File: config.mk
export PLATFORM = sky130hd
export DESIGN_NAME = pipe_hazard_ctrl
export DESIGN_NICKNAME = d
export VERILOG_FILES = /design/src/rtl/pipe_hazard_ctrl.sv
export SDC_FILE = /design/constraint.sdc
export NUM_CORES = 1
export LEC_CHECK = 0
export CORE_MARGIN = 8
export CORE_UTILIZATION = 35
export CTS_CLUSTER_SIZE = 8
export DETAILED_ROUTE_END_ITERATION = 8
export DONT_BUFFER_PORTS = 1
export PLACE_DENSITY_LB_ADDON = 0.1
export SKIP_LAST_GASP = 1
export SYNTH_ARGS = -nofsm -noshare
export SYNTH_HDL_FRONTEND = slang
export SYNTH_SLANG_ARGS = --single-unit
File: constraint.sdc
create_clock -name CLK -period 2.2 [get_ports CLK]
set_clock_uncertainty 0.05 [all_clocks]
set_input_delay 0.44 -clock CLK [delete_from_list [all_inputs] [get_ports CLK]]
set_output_delay 0.44 -clock CLK [all_outputs]
set_load 0.005 [all_outputs]
File: src/rtl/pipe_hazard_ctrl.sv
// Hazard controller for the 5-stage pipeline: stage-buffer sequencing, ALU forwarding
// selects and a wait watchdog. Optional PERF_CNT_EN adds stall/flush performance counters.
module pipe_hazard_ctrl #(
  parameter int unsigned MEM_TIMEOUT = 16
) (
  input  logic        CLK,
  input  logic        RST,
  input  logic [4:0]  in_ID_rs,
  input  logic [4:0]  in_ID_rt,
  input  logic        in_ID_uses_rt,
  input  logic [4:0]  in_EX_rs,
  input  logic [4:0]  in_EX_rt,
  input  logic        in_EX_MemRead,
  input  logic [4:0]  in_MEM_Reg_Write_addr,
  input  logic        in_MEM_RegWrite,
  input  logic [4:0]  in_WB_Reg_Write_addr,
  input  logic        in_WB_RegWrite,
  input  logic        in_Branch_taken,
  input  logic        in_MEM_access,
  input  logic        in_DM_ready,
  output logic        out_PC_Write,
  output logic        out_IFID_Write,
  output logic        out_IFID_Flush,
  output logic        out_IDEX_Flush,
  output logic        out_Pipe_Hold,
  output logic [1:0]  out_ForwardA,
  output logic [1:0]  out_ForwardB,
  output logic [1:0]  out_State,
  output logic        out_Mem_Timeout,
  output logic [31:0] out_Stall_count,
  output logic [31:0] out_Flush_count
);

  typedef enum logic [1:0] {
    RUN        = 2'b00,
    LOAD_STALL = 2'b01,
    MEM_WAIT   = 2'b10,
    UNUSED     = 2'b11
  } state_t;

  localparam logic [7:0] TIMEOUT = 8'(MEM_TIMEOUT);

  state_t     state;
  state_t     state_nxt;
  logic [7:0] wait_cnt;
  logic       memwait;
  logic       loaduse;
  logic       loaduse_eff;
  logic       branch_flush;

  // Data-memory handshake: an access raised with in_MEM_access is outstanding until
  // in_DM_ready is seen high in the same cycle; until then the whole pipe is held.
  assign memwait = in_MEM_access & ~in_DM_ready;
  assign loaduse = in_EX_MemRead & (in_EX_rt != 5'd0) &
                   ((in_EX_rt == in_ID_rs) | (in_ID_uses_rt & (in_EX_rt == in_ID_rt)));
  // After one bubble EX no longer holds the load, so the dependency is resolved.
  assign loaduse_eff = loaduse & (state != LOAD_STALL);
  assign branch_flush = ~RST & ~memwait & in_Branch_taken;

  function automatic logic [1:0] fwd_sel(input logic [4:0] operand,
                                         input logic       mem_we,
                                         input logic [4:0] mem_addr,
                                         input logic       wb_we,
                                         input logic [4:0] wb_addr);
    logic [1:0] sel;
    sel = 2'b00;
    if (mem_we && mem_addr != 5'd0 && mem_addr == operand)
      sel = 2'b10;
    else if (wb_we && wb_addr != 5'd0 && wb_addr == operand)
      sel = 2'b01;
    return sel;
  endfunction

  always_comb begin
    out_PC_Write   = 1'b1;
    out_IFID_Write = 1'b1;
    out_IFID_Flush = 1'b0;
    out_IDEX_Flush = 1'b0;
    out_Pipe_Hold  = 1'b0;
    state_nxt      = RUN;
    out_ForwardA   = fwd_sel(in_EX_rs, in_MEM_RegWrite, in_MEM_Reg_Write_addr,
                             in_WB_RegWrite, in_WB_Reg_Write_addr);
    out_ForwardB   = fwd_sel(in_EX_rt, in_MEM_RegWrite, in_MEM_Reg_Write_addr,
                             in_WB_RegWrite, in_WB_Reg_Write_addr);
    if (RST) begin
      out_PC_Write   = 1'b0;
      out_IFID_Write = 1'b0;
      out_IFID_Flush = 1'b1;
      out_IDEX_Flush = 1'b1;
      out_ForwardA   = 2'b00;
      out_ForwardB   = 2'b00;
    end else if (memwait) begin
      out_PC_Write   = 1'b0;
      out_IFID_Write = 1'b0;
      out_Pipe_Hold  = 1'b1;
      state_nxt      = MEM_WAIT;
    end else if (in_Branch_taken) begin
      out_IFID_Flush = 1'b1;
      out_IDEX_Flush = 1'b1;
    end else if (loaduse_eff) begin
      out_PC_Write   = 1'b0;
      out_IFID_Write = 1'b0;
      out_IDEX_Flush = 1'b1;
      state_nxt      = LOAD_STALL;
    end
  end

  always_ff @(posedge CLK or posedge RST) begin
    if (RST) begin
      state           <= RUN;
      wait_cnt        <= 8'd0;
      out_Mem_Timeout <= 1'b0;
    end else begin
      state <= state_nxt;
      if (state == MEM_WAIT) begin
        if (wait_cnt < TIMEOUT) begin
          wait_cnt <= wait_cnt + 8'd1;
          if ((wait_cnt + 8'd1) == TIMEOUT)
            out_Mem_Timeout <= 1'b1;
        end
      end else begin
        wait_cnt <= 8'd0;
      end
    end
  end

  assign out_State = state;

`ifdef PERF_CNT_EN
  always_ff @(posedge CLK or posedge RST) begin
    if (RST) begin
      out_Stall_count <= 32'd0;
      out_Flush_count <= 32'd0;
    end else begin
      if (!out_PC_Write)
        out_Stall_count <= out_Stall_count + 32'd1;
      if (branch_flush)
        out_Flush_count <= out_Flush_count + 32'd1;
    end
  end
`else
  assign out_Stall_count = 32'd0;
  assign out_Flush_count = 32'd0;
`endif

endmodule
==> out/metrics.cfg, run 1 <==
[run]
cap_violations=0

[floorplan]
ios=115
die_x_microns=80.1
dieHeight_microns=80.1
die-area_sq_mm=0.00642
row_count=23
start_util_pct=36.3
core_region_area_sq_mm=0.00397

[drt]
dr.pass1.iters=5
dr_total_vias=887
wl_mm=3.29
drtAntennaViolNets=0
viasPerCell=4.07
avgRoutedWirePerCell_microns=15.1
drt_iter0_markers=11
drc=0

[setup_path]
r2r_end=out_Mem_Timeout
r2r_slack_ns=0.69
r2r_start=wait_cnt[4]
cp_max_fo=4
rr_worst_depth=4
start_kind=input port
cp_data_required_time_ns=1.71
slowest_delay_ns=0.54
worstSetupPathType=in -> out
cp_cell_sequence=or4_4 > o21ai_4 > nor3_2 > nor4_2
cp.arrival_ns=1.59
crit_path_end_kind=output pin
cpMaxStageDelayCell=or4_4

[global_route]
antenna_found_initial=0
grt_usage_pct=9.52
first_global_vias=933
grt_overflow_total=0
grt_max_degree=15
grt_first_pass_wirelength_mm=4.86

[timing]
fin_crit_sh_pct=94.4
min_period_ns=2.08
tightest_slew_ns=0.524
finalSetupViolations=0
drv_slew=0
tns_ns=0
relSlewSlack_pct=64.7
finalHoldViolCount=0
fmax_mhz=482
rsz0062_at_grt=no

[yosys]
synth_warnings=0
synth-main-ff-cell=dfrtp_1
ys_ff_latch=11
synth_cells=170
yosysTopAreaCellShare_pct=33.9
syn_avg_cell_area_sq_um=8.47
yosys.area.top_type=buf_4
synth_cell_type_count=32
ys_seq_area_share_pct=19.1
synthTopCellsByArea=buf_4 (34%), dfrtp_1 (19%), xor2_1 (12%)
netlist_area_sq_mm=0.00144
synthArstFlopShare_pct=100
synth_edf_count=0

[clocking]
htree_levels=1
cts_made_buffers=3
cts_setup_buffers=0
clk_latency_ns=0.23
clkSlewWorstSetupHoldPaths_ns=0.05
clk_path_buf_depth=2
ctsHoldBuffers=0
cts_tree=built
clkSinkCount=11
ctsResizeCount=0
cts-root-buf=clkbuf_8

[cells_and_area]
final_layout_size_suffix_gt1_share_pct=5.95
stdcell_area_sq_mm=0.00128
fin_util_pct=32.2
fillers=436
most-common-layout-cells=conb_1 (64), xor2_1 (20), xnor2_1 (14)
register_area_sq_um=275
final_nets=209
area_delta_synth_final_pct=-11.1
final_common_cell=conb_1
multi_input_area_sq_um=882
layout.cells.non_filler=218
n_antenna_cell=0

[placed_design]
gp_congestion=0.770
placed_area_sq_mm=0.00123
hpwl_mm=3.00
port-buffer-count=0
dpl.cell_count=214

[power]
p_leak_uw=0.000609
power.density_mw_per_mm2=404
ir_drop_v=0.000131

[hold_path]
hold_path.class=in -> async

[run_status]
status=finished clean

[worst max-delay path, delay by kind of cell]
| kind | cells | cell delay [ns] |
|---|---|---|
| AO/OA/AOI/OAI | 1 | 0.18 |
| AND/OR/NAND/NOR | 3 | 0.97 |
[how the worst max path moves through the flow]
| stage | start | to | slack (ns) | depth (start not counted) |
|---|---|---|---|---|
| floorplan | in_EX_rt[3] | out_PC_Write | 0.05 | 6 |
| global placement | in_MEM_Reg_Write_addr[1] | out_ForwardB[0] | 0.17 | 4 |
| detailed placement | in_MEM_Reg_Write_addr[1] | out_ForwardB[0] | 0.13 | 4 |
| CTS | in_MEM_Reg_Write_addr[1] | out_ForwardB[0] | 0.12 | 4 |
| global route | in_EX_rt[3] | out_PC_Write | 0.09 | 4 |
| finish | in_MEM_Reg_Write_addr[1] | out_ForwardB[0] | 0.12 | 4 |
[kinds of logic (layout without fill, tap and decap cells)]
logic type               count (synthesis)  after routing  synth area share (%)
AO/OA/AOI/OAI                            8              8                  5.47
XOR/XNOR                                34             34                  20.7
adder cells (fa/ha/maj)                  1              1                 0.869
buffers and inverters                   72              7                  36.1
flip-flops                              11             11                  19.1
multiplexers                             1              1                 0.695
other                                    1             64                 0.260
AND/OR/NAND/NOR                         42             42                  16.9
[sequential cells by signal, summed over array words and instances, names as in the netlist]
register and flops:
wait_cnt 8, out_State 2, out_Mem_Timeout 1
[per-stage QoR]
stage	power [uW]	setup slack (ns)	hold WS [ns]
after floorplan	399	0.0542	0.275
after global placement	319	0.167	0.316
after detailed placement	320	0.126	0.315
after CTS	523	0.124	0.0601
after global routing	557	0.0868	0.0772
final	517	0.124	0.0599
[layer usage]
metal / wire, microns / track usage [%] / up-vias
met4: 24 / 2.73 / 0
met3: 356 / 3.91 / 4
met5: 0 / 0 / -
li1: - / - / 422
met1: 1070 / 9.19 / 405
met2: 1840 / 17.9 / 56
[where the power goes]
| group | internal, uW | total [uW] | leakage (uW) | switching (uW) |
|---|---|---|---|---|
| logic | 44.9 | 114 | 0.000434 | 69.0 |
| clock network | 127 | 196 | 0.0000228 | 69.3 |
| registers | 205 | 207 | 0.000153 | 2.41 |
| total | 376 | 517 | 0.000609 | 141 |
[synth_stat cells (2+ instances only)]
cell / instances
buf_4: 65
nand2b_1: 3
dfrtp_1: 11
nor4_1: 4
xnor2_1: 14
xor2_1: 20
nand3_1: 4
nor3_1: 4
nor2_1: 7
nand2_1: 7
inv_1: 2
and2_1: 3
nor4_2: 2
buf_2: 4
or4_1: 3
[area by class of cell]
cell class	count	area share, %
clock buffers	4	3.52
inverters	2	0.587
multi-input cells	150	68.9
flip-flops and latches	11	21.5
well taps	50	4.89
repair buffers	1	0.587
(Power assumes the default switching activity.)
==> run 2: changes to the inputs <==
--- a/config.mk
+++ b/config.mk
@@ -7,6 +7,7 @@
 export LEC_CHECK = 0
 export CORE_MARGIN = 8
 export CORE_UTILIZATION = 35
+export CTS_BUF_LIST = sky130_fd_sc_hd__clkbuf_4 sky130_fd_sc_hd__clkbuf_8
 export CTS_CLUSTER_SIZE = 8
 export DETAILED_ROUTE_END_ITERATION = 8
 export DONT_BUFFER_PORTS = 1
==> run 2 against run 1 <==
Core utilization rose by 0.095 points; hold slack worse by 0.0014 ns; first-iteration DRC count decreased by 18%; total power up 2.7%; final area is 0.29% higher; register-to-register slack about the same; wire length up 0.18%; sequential cell count is the same; combinational power about the same; maximum frequency unchanged; critical path type unchanged; largest cell class unchanged.
==> out/metrics.cfg, run 2 (synthesis results as in run 1) <==
[run_status]
status=finished clean

[cells_and_area]
most-common-layout-cells=conb_1 (64), xor2_1 (20), xnor2_1 (14)
final_nets=209
area_delta_synth_final_pct=-10.9
regMostFlops=wait_cnt
n_antenna_cell=0
layout.cells.non_filler=218
final_layout_size_suffix_gt1_share_pct=6.55
largest_register_ffs=8
final_common_cell=conb_1

[global_route]
grt_first_pass_wirelength_mm=4.85
grt_max_degree=15
grt_usage_pct=9.50
first_global_vias=930
antenna_found_initial=0
grt_overflow_total=0

[power]
p_leak_uw=0.000612
ir_drop_v=0.000131
power.density_mw_per_mm2=414

[clocking]
clk_path_buf_depth=2
ctsResizeCount=0
ctsHoldBuffers=0
cts-root-buf=clkbuf_8
clk_latency_ns=0.24
clkSlewWorstSetupHoldPaths_ns=0.05
cts_setup_buffers=0
clkSinkCount=11
cts_made_buffers=3
htree_levels=1
cts_tree=built

[timing]
fin_crit_sh_pct=94.4
fmax_mhz=482
relSlewSlack_pct=64.8
finalHoldViolCount=0
tightest_slew_ns=0.524
drv_slew=0
min_period_ns=2.08
timing.hold.ws_ns=0.0584
tns_ns=0
rsz0062_at_grt=no
fin_ws_ns=0.124
finalSetupViolations=0

[placed_design]
hpwl_mm=3.00
dpl.cell_count=214
gp_congestion=0.770
port-buffer-count=0
dp_slack_ns=0.126

[setup_path]
cp_data_required_time_ns=1.71
cp_max_fo=4
crit_path_end_kind=output pin
rr_worst_depth=4
r2r_start=wait_cnt[4]
cp.arrival_ns=1.59
r2r_end=out_Mem_Timeout
start_kind=input port
worstSetupPathType=in -> out
r2r_slack_ns=0.69
crit_path_end=out_ForwardB[0]
setup.worst_path.start=in_MEM_Reg_Write_addr[1]

[drt]
viasPerCell=4.08
dr_total_vias=890
wl_mm=3.30
drt_iter0_markers=9
avgRoutedWirePerCell_microns=15.1
dr.pass1.iters=5
drc=0
drtAntennaViolNets=0

[floorplan]
die-area_sq_mm=0.00642
die_x_microns=80.1
dieHeight_microns=80.1
core_region_area_sq_mm=0.00397
ios=115
start_util_pct=36.3
row_count=23

[hold_path]
hold_path.class=in -> async

[run]
cap_violations=0

==> run 2: cell counts in the layout (fill, tap and decap cells not counted) <==
Identical to the previous run, type by type.
==> run 2: layout make-up <==
cell class	count	area, sq um
Clock buffer	4	48.8
Timing Repair Buffer	1	7.51
Fill cell	437	2690
Inverter	2	7.51
Sequential cell	11	275
Multi-Input combinational cell	150	882
Tap cell	50	62.6
==> run 2: report_power, final <==
part	switching, uW	total, uW	internal [uW]
logic	69.0	114	44.9
clock network	71.0	210	139
registers	2.41	207	205
==> run 2: metal layers <==
layer  global-route usage (%)  wire length, microns
met5                        0                     0
met4                     2.73                    24
met3                     3.91                   356
met2                     17.9                  1840
met1                     9.12                  1080
==> run 2: worst min path at each step <==
stage | from | end | slack (ns) | depth (start not counted)
floorplan | RST | out_Mem_Timeout | 0.27 | 1
CTS | RST | out_Mem_Timeout | 0.06 | 2
global placement | RST | out_State[1] | 0.32 | 2
global route | RST | wait_cnt[2] | 0.08 | 2
detailed placement | RST | out_State[1] | 0.31 | 2
finish | RST | wait_cnt[2] | 0.06 | 2
==> run 2: metrics by stage <==
step | utilization [%] | area (sq um) | power (uW)
floorplan | - | 1680 | 399
CTS | 32.3 | 1280 | 536
finish | 32.3 | 1280 | 531
detailed placement | 31.1 | 1230 | 320
global route | 32.3 | 1280 | 567
global placement | 31.1 | 1230 | 319
==> run 2: worst max-delay path, cell delays in order <==
cell and delay [ns]:
or4_4 0.54, o21ai_4 0.18, nor3_2 0.07, nor4_2 0.36
